### src/rtl/lc3_dp_pkg.sv
// Shared types and encodings for the LC-3 datapath with handshake memory port.
//   mem_state_t : memory-port FSM states (also exported for debug)
//   PCMUX_*     : PC source selects
//   ADDR2_*     : second address-adder operand selects
//   ALUK_*      : ALU operation selects
//   CC_RESET    : condition code after reset ({N,Z,P} = Z)
package lc3_dp_pkg;

  typedef enum logic [1:0] {
    MEM_IDLE = 2'd0,
    MEM_REQ  = 2'd1,
    MEM_DONE = 2'd2,
    MEM_ERR  = 2'd3
  } mem_state_t;

  localparam logic [1:0] PCMUX_INC   = 2'b00;
  localparam logic [1:0] PCMUX_BUS   = 2'b01;
  localparam logic [1:0] PCMUX_ADDR  = 2'b10;
  localparam logic [1:0] PCMUX_HOLD  = 2'b11;

  localparam logic [1:0] ADDR2_ZERO  = 2'b00;
  localparam logic [1:0] ADDR2_OFF6  = 2'b01;
  localparam logic [1:0] ADDR2_OFF9  = 2'b10;
  localparam logic [1:0] ADDR2_OFF11 = 2'b11;

  localparam logic [1:0] ALUK_ADD    = 2'b00;
  localparam logic [1:0] ALUK_AND    = 2'b01;
  localparam logic [1:0] ALUK_NOT    = 2'b10;
  localparam logic [1:0] ALUK_PASSA  = 2'b11;

  localparam logic [2:0] CC_RESET    = 3'b010;

endpackage

### src/rtl/lc3_mem_port.sv
// Memory-port sequencer: turns a one-cycle mem_start into a held request,
// counts wait states, and reports completion or timeout as one-cycle pulses.
// Ports:
//   clk, reset          clock, synchronous active-high reset
//   mem_start, mem_we   start pulse (only honoured in IDLE) and its direction
//   mar, mdr            operands captured at start
//   mem_req/mem_wr      request and write qualifier to memory
//   mem_addr/mem_wdata  captured operands, stable for the whole access
//   mem_ready           completion from memory (only looked at in REQ)
//   mem_busy/done/err   status: in REQ / completion pulse / timeout pulse
//   rd_load             read completing this cycle: parent loads MDR from rdata
//   state_dbg           current FSM state
//
// Handshake: mem_req rises the cycle after an accepted mem_start and stays
// high until the first cycle in which mem_ready is sampled high (that edge
// completes the access) or until TIMEOUT wait cycles have been counted and
// the next one also lacks mem_ready. mem_addr, mem_wdata and mem_wr do not
// change while mem_req is high.
module lc3_mem_port
  import lc3_dp_pkg::*;
#(
  parameter int DATA_W  = 16,
  parameter int TIMEOUT = 255
) (
  input  logic              clk,
  input  logic              reset,
  input  logic              mem_start,
  input  logic              mem_we,
  input  logic [DATA_W-1:0] mar,
  input  logic [DATA_W-1:0] mdr,
  input  logic              mem_ready,
  output logic              mem_req,
  output logic              mem_wr,
  output logic [DATA_W-1:0] mem_addr,
  output logic [DATA_W-1:0] mem_wdata,
  output logic              mem_busy,
  output logic              mem_done,
  output logic              mem_err,
  output logic              rd_load,
  output mem_state_t        state_dbg
);

  localparam int CNT_W = $clog2(TIMEOUT + 1);
  localparam logic [CNT_W-1:0] CNT_MAX = CNT_W'(TIMEOUT);

  mem_state_t        state_q, state_d;
  logic [CNT_W-1:0]  cnt_q, cnt_d;
  logic [DATA_W-1:0] addr_q, addr_d;
  logic [DATA_W-1:0] wdata_q, wdata_d;
  logic              we_q, we_d;

  always_comb begin
    state_d = state_q;
    cnt_d   = cnt_q;
    addr_d  = addr_q;
    wdata_d = wdata_q;
    we_d    = we_q;
    rd_load = 1'b0;
    case (state_q)
      MEM_IDLE: begin
        if (mem_start) begin
          state_d = MEM_REQ;
          cnt_d   = '0;
          addr_d  = mar;
          wdata_d = mdr;
          we_d    = mem_we;
        end
      end
      MEM_REQ: begin
        // Ready is checked first so a late completion still wins over timeout.
        if (mem_ready) begin
          state_d = MEM_DONE;
          rd_load = ~we_q;
        end else if (cnt_q == CNT_MAX) begin
          state_d = MEM_ERR;
        end else begin
          cnt_d = cnt_q + CNT_W'(1);
        end
      end
      MEM_DONE: state_d = MEM_IDLE;
      MEM_ERR:  state_d = MEM_IDLE;
      default:  state_d = MEM_IDLE;
    endcase
  end

  always_ff @(posedge clk) begin
    if (reset) begin
      state_q <= MEM_IDLE;
      cnt_q   <= '0;
      addr_q  <= '0;
      wdata_q <= '0;
      we_q    <= 1'b0;
    end else begin
      state_q <= state_d;
      cnt_q   <= cnt_d;
      addr_q  <= addr_d;
      wdata_q <= wdata_d;
      we_q    <= we_d;
    end
  end

  assign mem_req   = (state_q == MEM_REQ);
  assign mem_busy  = mem_req;
  assign mem_wr    = mem_req & we_q;
  assign mem_addr  = addr_q;
  assign mem_wdata = wdata_q;
  assign mem_done  = (state_q == MEM_DONE);
  assign mem_err   = (state_q == MEM_ERR);
  assign state_dbg = state_q;

endmodule

### src/rtl/lc3_datapath_mem.sv
// LC-3 datapath: PC/IR/MAR/MDR, 8-entry register file, ALU, address adder,
// condition codes, branch enable and LED latch, with a handshake memory port.
// Ports:
//   Clk, Reset                   clock, synchronous active-high reset
//   LD_*                         register load enables
//   Gate*                        bus drivers (more than one -> bus 0, bus_conflict)
//   ADDR1MUX,SR1MUX,SR2MUX,DRMUX operand selects; PCMUX,ADDR2MUX,ALUK 2-bit selects
//   mem_*                        memory port (see lc3_mem_port)
//   bus_conflict                 more than one Gate active this cycle
//   PC,IR,MAR,MDR,ALU,CC,BEN,LED architectural state / ALU result
//   mem_state_dbg                memory-port FSM state
module lc3_datapath_mem
  import lc3_dp_pkg::*;
#(
  parameter int DATA_W  = 16,
  parameter int LED_W   = 10,
  parameter int TIMEOUT = 255
) (
  input  logic              Clk,
  input  logic              Reset,
  input  logic              LD_MAR,
  input  logic              LD_MDR,
  input  logic              LD_PC,
  input  logic              LD_IR,
  input  logic              LD_CC,
  input  logic              LD_BEN,
  input  logic              LD_REG,
  input  logic              LD_LED,
  input  logic              GatePC,
  input  logic              GateMDR,
  input  logic              GateMARMUX,
  input  logic              GateALU,
  input  logic              ADDR1MUX,
  input  logic              SR1MUX,
  input  logic              SR2MUX,
  input  logic              DRMUX,
  input  logic [1:0]        PCMUX,
  input  logic [1:0]        ADDR2MUX,
  input  logic [1:0]        ALUK,
  input  logic              mem_start,
  input  logic              mem_we,
  output logic              mem_req,
  output logic              mem_wr,
  output logic [DATA_W-1:0] mem_addr,
  output logic [DATA_W-1:0] mem_wdata,
  input  logic [DATA_W-1:0] mem_rdata,
  input  logic              mem_ready,
  output logic              mem_busy,
  output logic              mem_done,
  output logic              mem_err,
  output logic              bus_conflict,
  output logic [DATA_W-1:0] PC,
  output logic [DATA_W-1:0] IR,
  output logic [DATA_W-1:0] MAR,
  output logic [DATA_W-1:0] MDR,
  output logic [DATA_W-1:0] ALU,
  output logic [2:0]        CC,
  output logic              BEN,
  output logic [LED_W-1:0]  LED,
  output mem_state_t        mem_state_dbg
);

  logic [DATA_W-1:0] pc_q, pc_d, ir_q, ir_d, mar_q, mar_d, mdr_q, mdr_d;
  logic [2:0]        cc_q, cc_d;
  logic              ben_q, ben_d;
  logic [LED_W-1:0]  led_q, led_d;
  logic [DATA_W-1:0] rf_q [8];
  logic [DATA_W-1:0] rf_d [8];

  logic [DATA_W-1:0] bus, alu_out, addr_sum, addr1, addr2, sr1_val, sr2_val, alu_b;
  logic [3:0]        gates;
  logic [2:0]        sr1_idx, dr_idx;
  logic              rd_load;
  logic              cc_n, cc_z;
  logic              unused_ir_bits;

  // Opcode bits are decoded by the control FSM, not here.
  assign unused_ir_bits = ^ir_q[DATA_W-1:12];

  lc3_mem_port #(.DATA_W(DATA_W), .TIMEOUT(TIMEOUT)) u_mem_port (
    .clk       (Clk),
    .reset     (Reset),
    .mem_start (mem_start),
    .mem_we    (mem_we),
    .mar       (mar_q),
    .mdr       (mdr_q),
    .mem_ready (mem_ready),
    .mem_req   (mem_req),
    .mem_wr    (mem_wr),
    .mem_addr  (mem_addr),
    .mem_wdata (mem_wdata),
    .mem_busy  (mem_busy),
    .mem_done  (mem_done),
    .mem_err   (mem_err),
    .rd_load   (rd_load),
    .state_dbg (mem_state_dbg)
  );

  // Operand selection, address adder and ALU.
  always_comb begin
    sr1_idx = SR1MUX ? ir_q[8:6] : ir_q[11:9];
    dr_idx  = DRMUX ? 3'd7 : ir_q[11:9];
    sr1_val = rf_q[sr1_idx];
    sr2_val = rf_q[ir_q[2:0]];
    alu_b   = SR2MUX ? {{(DATA_W-5){ir_q[4]}}, ir_q[4:0]} : sr2_val;

    addr1 = ADDR1MUX ? sr1_val : pc_q;
    case (ADDR2MUX)
      ADDR2_ZERO:  addr2 = '0;
      ADDR2_OFF6:  addr2 = {{(DATA_W-6){ir_q[5]}}, ir_q[5:0]};
      ADDR2_OFF9:  addr2 = {{(DATA_W-9){ir_q[8]}}, ir_q[8:0]};
      default:     addr2 = {{(DATA_W-11){ir_q[10]}}, ir_q[10:0]};
    endcase
    addr_sum = addr1 + addr2;

    case (ALUK)
      ALUK_ADD: alu_out = sr1_val + alu_b;
      ALUK_AND: alu_out = sr1_val & alu_b;
      ALUK_NOT: alu_out = ~sr1_val;
      default:  alu_out = sr1_val;
    endcase
  end

  // Bus: a single driver passes through; none or several give 0 with no
  // priority so a control bug shows up as a zero bus rather than a silent win.
  assign gates        = {GatePC, GateMDR, GateMARMUX, GateALU};
  assign bus_conflict = ($countones(gates) > 1);

  always_comb begin
    case (gates)
      4'b1000: bus = pc_q;
      4'b0100: bus = mdr_q;
      4'b0010: bus = addr_sum;
      4'b0001: bus = alu_out;
      default: bus = '0;
    endcase
  end

  assign cc_n = bus[DATA_W-1];
  assign cc_z = (bus == '0);

  always_comb begin
    pc_d  = pc_q;
    ir_d  = ir_q;
    mar_d = mar_q;
    mdr_d = mdr_q;
    cc_d  = cc_q;
    ben_d = ben_q;
    led_d = led_q;
    rf_d  = rf_q;

    if (LD_PC) begin
      case (PCMUX)
        PCMUX_INC:  pc_d = pc_q + DATA_W'(1);
        PCMUX_BUS:  pc_d = bus;
        PCMUX_ADDR: pc_d = addr_sum;
        default:    pc_d = pc_q;
      endcase
    end
    if (LD_IR)  ir_d  = bus;
    if (LD_MAR) mar_d = bus;
    // Read completion owns MDR on that edge.
    if (rd_load)     mdr_d = mem_rdata;
    else if (LD_MDR) mdr_d = bus;
    if (LD_CC)  cc_d  = {cc_n, cc_z, ~cc_n & ~cc_z};
    // Uses the registered CC, so a same-edge LD_CC does not affect BEN.
    if (LD_BEN) ben_d = (ir_q[11] & cc_q[2]) | (ir_q[10] & cc_q[1]) | (ir_q[9] & cc_q[0]);
    if (LD_LED) led_d = ir_q[LED_W-1:0];
    if (LD_REG) rf_d[dr_idx] = bus;
  end

  always_ff @(posedge Clk) begin
    if (Reset) begin
      pc_q  <= '0;
      ir_q  <= '0;
      mar_q <= '0;
      mdr_q <= '0;
      cc_q  <= CC_RESET;
      ben_q <= 1'b0;
      led_q <= '0;
      for (int i = 0; i < 8; i++) rf_q[i] <= '0;
    end else begin
      pc_q  <= pc_d;
      ir_q  <= ir_d;
      mar_q <= mar_d;
      mdr_q <= mdr_d;
      cc_q  <= cc_d;
      ben_q <= ben_d;
      led_q <= led_d;
      for (int i = 0; i < 8; i++) rf_q[i] <= rf_d[i];
    end
  end

  assign PC  = pc_q;
  assign IR  = ir_q;
  assign MAR = mar_q;
  assign MDR = mdr_q;
  assign ALU = alu_out;
  assign CC  = cc_q;
  assign BEN = ben_q;
  assign LED = led_q;

endmodule

### config.mk
export PLATFORM = sky130hd
export DESIGN_NAME = lc3_datapath_mem
export DESIGN_NICKNAME = d
export VERILOG_FILES = /design/src/rtl/lc3_dp_pkg.sv /design/src/rtl/lc3_mem_port.sv /design/src/rtl/lc3_datapath_mem.sv
export SDC_FILE = /design/constraint.sdc
export NUM_CORES = 1
export LEC_CHECK = 0
export CORE_ASPECT_RATIO = 1.2
export CORE_UTILIZATION = 25
export CTS_BUF_LIST = sky130_fd_sc_hd__clkbuf_16
export CTS_CLUSTER_DIAMETER = 120
export DETAILED_ROUTE_END_ITERATION = 10
export PLACE_DENSITY = 0.52
export REMOVE_ABC_BUFFERS = 1
export SYNTH_ARGS = -nofsm -noshare
export SYNTH_HDL_FRONTEND = slang
export SYNTH_SLANG_ARGS = --single-unit
### constraint.sdc
create_clock -name Clk -period 6.1 [get_ports Clk]
set_clock_uncertainty 0.1 [all_clocks]
set_input_delay 1.22 -clock Clk [delete_from_list [all_inputs] [get_ports Clk]]
set_output_delay 1.22 -clock Clk [all_outputs]
set_load 0.02 [all_outputs]
; Word-level counts from Yosys, hierarchy flattened
; Index checks and enable logic that the tools add are counted.
[op_classes]
add_sub_neg = 7
magnitude_cmp = 5
eq_ne = 18
n_mux = 29
n_bitwise = 15
reduce_logical = 14
[ops]
columns = operator, count
row1 = $mux 16, 9
row2 = $pmux 16 s3, 3
row3 = $bwmux 128, 1
row4 = $bmux 16 s3, 2
row5 = $pmux 16 s4, 1
row6 = $demux 16 s3, 1
row7 = $add 16x16->16, 2
row8 = $mux 8, 3
row9 = $add 16x1->16 const B, 1
row10 = $and 16x16->16, 1
row11 = $logic_not 16->1, 1
row12 = $not 16->16, 1
row13 = $pmux 8 s2, 1
row14 = $ge 4x4->1 const B, 3
row15 = $not 3->4, 3
row16 = $eq 2x2->1 const B, 5
row17 = $add 8x1->8 const B, 1
row18 = $eq 2x1->1 const B, 4
row19 = $eq 8x8->1 const B, 1
row20 = $logic_not 2->1, 4
row21 = $mux 2, 3
row22 = $mux 3, 2
row23 = $ne 2x2->1 const B, 3
row24 = $pmux 2 s3, 1
row25 = 19 further kinds, 31
[word_totals]
reg_bits = 249
in_bits = 43
output_inout_bits = 134
word_cells = 108

; Depth between registers and ports, before layout
[logic_depth]
depth_word = 11
depth_mapped = 22

; Cells and area by module
; Synthesis repeated with hierarchy kept, for this count alone.
[hier_totals]
cells_unflattened = 1688
hier_area_um2 = 14327.5
[by_module_without_submodules]
columns = module, instances, cells_each, area_each_um2, seq_area_each_um2
row1 = lc3_datapath_mem, 1, 1480, 12589.6, 4124.0
row2 = lc3_mem_port, 1, 208, 1737.9, 860.8

; Worst setup path after synthesis
; No wires, ideal clock.
[synth_timing]
kind = in2out
from = in SR1MUX
to = out ALU[9]
t_arrival_ns = 5.253
path_slack_ns = -0.473
cell_stages = 16
cell_sequence = buf_4 mux2i_4 buf_4 buf_2 mux4_2 mux2i_1 inv_1 ha_1 and3_1 nand2_1 o41a_1 o31a_2 o21ai_0 xor2_1 mux2i_1 o21ai_0
[synth_via]
elab_chain_cells = 7
[synth_rtl]
columns = item, line_no
row1 = from (decl), lc3_datapath_mem.sv:34  ; input logic SR1MUX,
row2 = $mux 3 *, lc3_datapath_mem.sv:101  ; sr1_idx = SR1MUX ? ir_q[8:6] : ir_q[11:9];
row3 = $not 3->4 (implied by the code) *, lc3_datapath_mem.sv:103  ; sr1_val = rf_q[sr1_idx];
row4 = $bmux 16 s3 *, lc3_datapath_mem.sv:103
row5 = $mux 16 (implied by the code) * (2 in series), lc3_datapath_mem.sv:103
row6 = "$add 16x16->16, or another cell as far along", lc3_datapath_mem.sv:117  ; ALUK_ADD: alu_out = sr1_val + alu_b;
row7 = $pmux 16 s3 *, lc3_datapath_mem.sv:116  ; case (ALUK)
row8 = to (decl), lc3_datapath_mem.sv:56  ; output logic [DATA_W-1:0] ALU,
; Mark *: on every way between the ends. The rest lies on a longest branch, timed or not. The select of a mux whose other input is x is not followed.

; Final worst setup path
[layout_timing]
from = in SR1MUX
to = out ALU[10]
; Same word-level chain as after synthesis.

==> reports/results.ini <==
[logic_synthesis]
synthDominantCellAreaShare_pct=34.82
yosysWarnings=0
synth_flop_cell=dfxtp_1
netlist_top_cells_count=nor2_1, dfxtp_1, a211oi_1, nand2_1, a21oi_1
yosysSeqAreaShare_pct=34.82
syn_inst=1686
ys_async_sr_fraction_pct=0
synth_mux_area_share_pct=14.12
synth_seq_cells=249
synth_area_um2=14320
synth-simple-area-share_pct=16.11
synth_edf_count=0
synth.area.top_cells=dfxtp_1, a211oi_1, mux4_2
synth_top_family_by_area=compound AO/OA/AOI/OAI gates
synth_cell_types=72
synth-compound-area-share_pct=23.77
synthAdderAreaFrac_pct=3.880
synthXorXnorAreaFrac_pct=2.080
yosys.area.top_type=dfxtp_1
yosysMostFrequentCell=nor2_1
avgSynthCellArea_um2=8.492

[drt]
wl_mm=53.29
viasPerCell=5.120
drc=13
vias=13860
first_pass_iters=8
wl_per_cell_um=19.69
final_antenna_net_count=0
drt_iter0_drc=808

[floorplan]
fp.dieW_um=220.5
die_h_um=264.2
die_area_um2=58230
core_um2=56340
initial_core_util_pct=25.41
num_io_pins=177
rows=95

[critical_path]
rr_worst_depth=20
slowest_delay_ns=0.50
cp-start-kind=input pin
end_kind=primary output
crit_top_cell=buf_12
reg2reg_from=IR[7]
worstPathCellList=buf_12 > mux2i_4 > buf_12 > buf_12 > buf_12 > mux4_2 > mux2i_2 > inv_2 > ha_4 > buf_6 > o21a_1 > o211a_1 > a211oi_2 > a21oi_1 > xnor2_1 > nand2_1 > o21ai_1 > o21ai_2 > buf_6 > buf_6
critPathRequiredTime_ns=4.78
critPathMaxFanout=7
ff2ff_setup_slack_ns=0.85
worst_r2r_endpoint=CC[1]
crit_start=SR1MUX
slowest_stage=mux4_2
critPathCapture=ALU[10]
cp_data_arrival_time_ns=4.62
critPathKind=in -> out

[placed_design]
post-place-cells=2645
gp_congestion=0.9070
placed_cell_area_um2=18100
place_ws_ns=-0.9750
portBuffers=176
detailed_place_hpwl_mm=39.67

[global_routing]
grt_pass1_wl_mm=81.31
antenna_found_initial=0
grt_max_degree=130
grt.total_usage_pct=18.04
grt_pass1_vias=13640
grt_overflow=0

[timing]
max_slew_margin_pct=34.46
slew_violations=0
setup_ws_ns=0.1568
clock.fmax_mhz=168.3
finalCritPeriodShare_pct=97.43
hold_violations=0
setup_viol=0
holdWs_ns=0.3515
worst_pin_slew_ns=0.9831
finalCriticalPeriod_ns=5.943

[final_layout]
num_antenna_cells=0
area_growth_pct=34.51
seqCellArea_um2=4987
finalNonFillerCells=2707
utilization_pct=34.18
layout-drive-gt1-share_pct=19.80
nets=2046
multiInputGateArea_um2=8887
fillers=5855
fin_area_um2=19260

[clock_network]
clk_pin_slew_ns=0.06
cts_buffers=27
cts.htree.levels=1
insertion_delay_ns=0.57
cts_tree=yes
cts.sinks=249
clockBufferDepth=3
root_buffer=clkbuf_16
cts_hold_buf=0

[status]
outcome=finished, violations left
violations=DRC

[flow_run]
maxCapViolCount=0

[power]
power-per-cell-area_nw_per_um2=228.9
leakagePower_nw=7.232
ir_drop_uv=193.8

[hold_path]
hold_class=reg -> reg

per-layer routing:
metal / global-route usage (%) / up-vias / wire (µm)
met5: 0 / - / 0
met4: 6.934 / 0 / 1943
met3: 1.462 / 86 / 1894
met2: 33.14 / 336 / 27430
met1: 21.37 / 6704 / 22020
li1: - / 6733 / -
per-stage QoR:
stage / TNS (ns) / power, W
2_1_floorplan: -168.06 / 0.002298
3_3_place_gp: -28.88 / 0.002830
3_5_place_dp: -29.77 / 0.002840
4_1_cts: 0 / 0.004439
5_1_grt: -0.02698 / 0.004605
6_report: 0 / 0.004407
flip-flops by register name (all words and copies together) (netlist names), 10 cells and up:
register              flops
MAR                      16
PC                       16
rf_q                    128
LED                      10
u_mem_port.mem_addr      16
IR                       16
MDR                      16
u_mem_port.mem_wdata     16
cell type report:
| type | count | area share, % |
|---|---|---|
| Tap cell | 727 | 4.723 |
| Clock buffer | 27 | 3.508 |
| Multi-Input combinational cell | 1245 | 46.15 |
| Clock inverter | 20 | 0.7212 |
| Inverter | 49 | 0.9550 |
| Timing Repair Buffer | 390 | 18.05 |
| Sequential cell | 249 | 25.90 |
what timing repair did:
item                       in CTS  in global routing
pin swaps                       6                  6
setup endpoints to repair      16                 12
buffers inserted               14                  4
gates resized for setup        58                 18
kinds of logic after synthesis:
family	count (synthesis)
AND/OR/NAND/NOR	540
AO/OA/AOI/OAI	499
flip-flops	249
buffers and inverters	192
multiplexers	129
adder cells (fa/ha/maj)	43
XOR/XNOR	34
how the worst min path moves through the flow:
stage,from,end,slack (ns),cells past startpoint
6_report,u_mem_port.mem_wdata[8],u_mem_port.mem_wdata[8],0.35,2
2_1_floorplan,u_mem_port.we_q,u_mem_port.we_q,0.34,2
5_1_grt,u_mem_port.mem_wdata[8],u_mem_port.mem_wdata[8],0.37,2
3_3_place_gp,u_mem_port.mem_wdata[15],u_mem_port.mem_wdata[15],0.34,2
3_5_place_dp,u_mem_port.mem_wdata[2],u_mem_port.mem_wdata[2],0.35,2
4_1_cts,u_mem_port.mem_wdata[2],u_mem_port.mem_wdata[2],0.36,2
power by group:
group	internal, W	leakage [nW]	switching, W
logic	0.000490	4.78	0.000589
registers	0.00169	2.03	0.0000742
clock network	0.000850	0.420	0.000713
total	0.00303	7.23	0.00138
placed cells by master (no fill, tap or decap), types with 7 or more instances in the layout:
cell | Yosys | layout
o21a_1 | 8 | 8
nor4_1 | 7 | 7
buf_4 | 5 | 207
nand2_1 | 138 | 137
buf_12 | 0 | 9
a222oi_1 | 12 | 12
nor2b_1 | 13 | 12
dfxtp_1 | 249 | 247
mux2i_1 | 67 | 58
xnor2_1 | 23 | 23
mux4_2 | 56 | 56
o21ai_0 | 58 | 53
ha_1 | 38 | 34
xor2_1 | 11 | 11
nor3_1 | 14 | 10
clkbuf_16 | 0 | 27
a21o_1 | 13 | 13
a211oi_1 | 197 | 191
a21oi_1 | 130 | 120
and3_1 | 10 | 9
nand2b_1 | 9 | 9
nand4_1 | 11 | 11
clkdlybuf4s50_1 | 0 | 160
a21oi_2 | 0 | 9
inv_1 | 47 | 50
nand3_1 | 28 | 28
nor2_1 | 284 | 278
worst max-delay path, delay by kind of cell:
kind                       cells  cell delay (ns)
buffers and inverters          8             0.96
adders and majority gates      1             0.23
xor gates and xnor gates       1             0.14
muxes                          3             0.94
AOI/OAI and AO/OA              6             1.06
and+or+nand+nor                1             0.06
(Power assumes the default switching activity.)
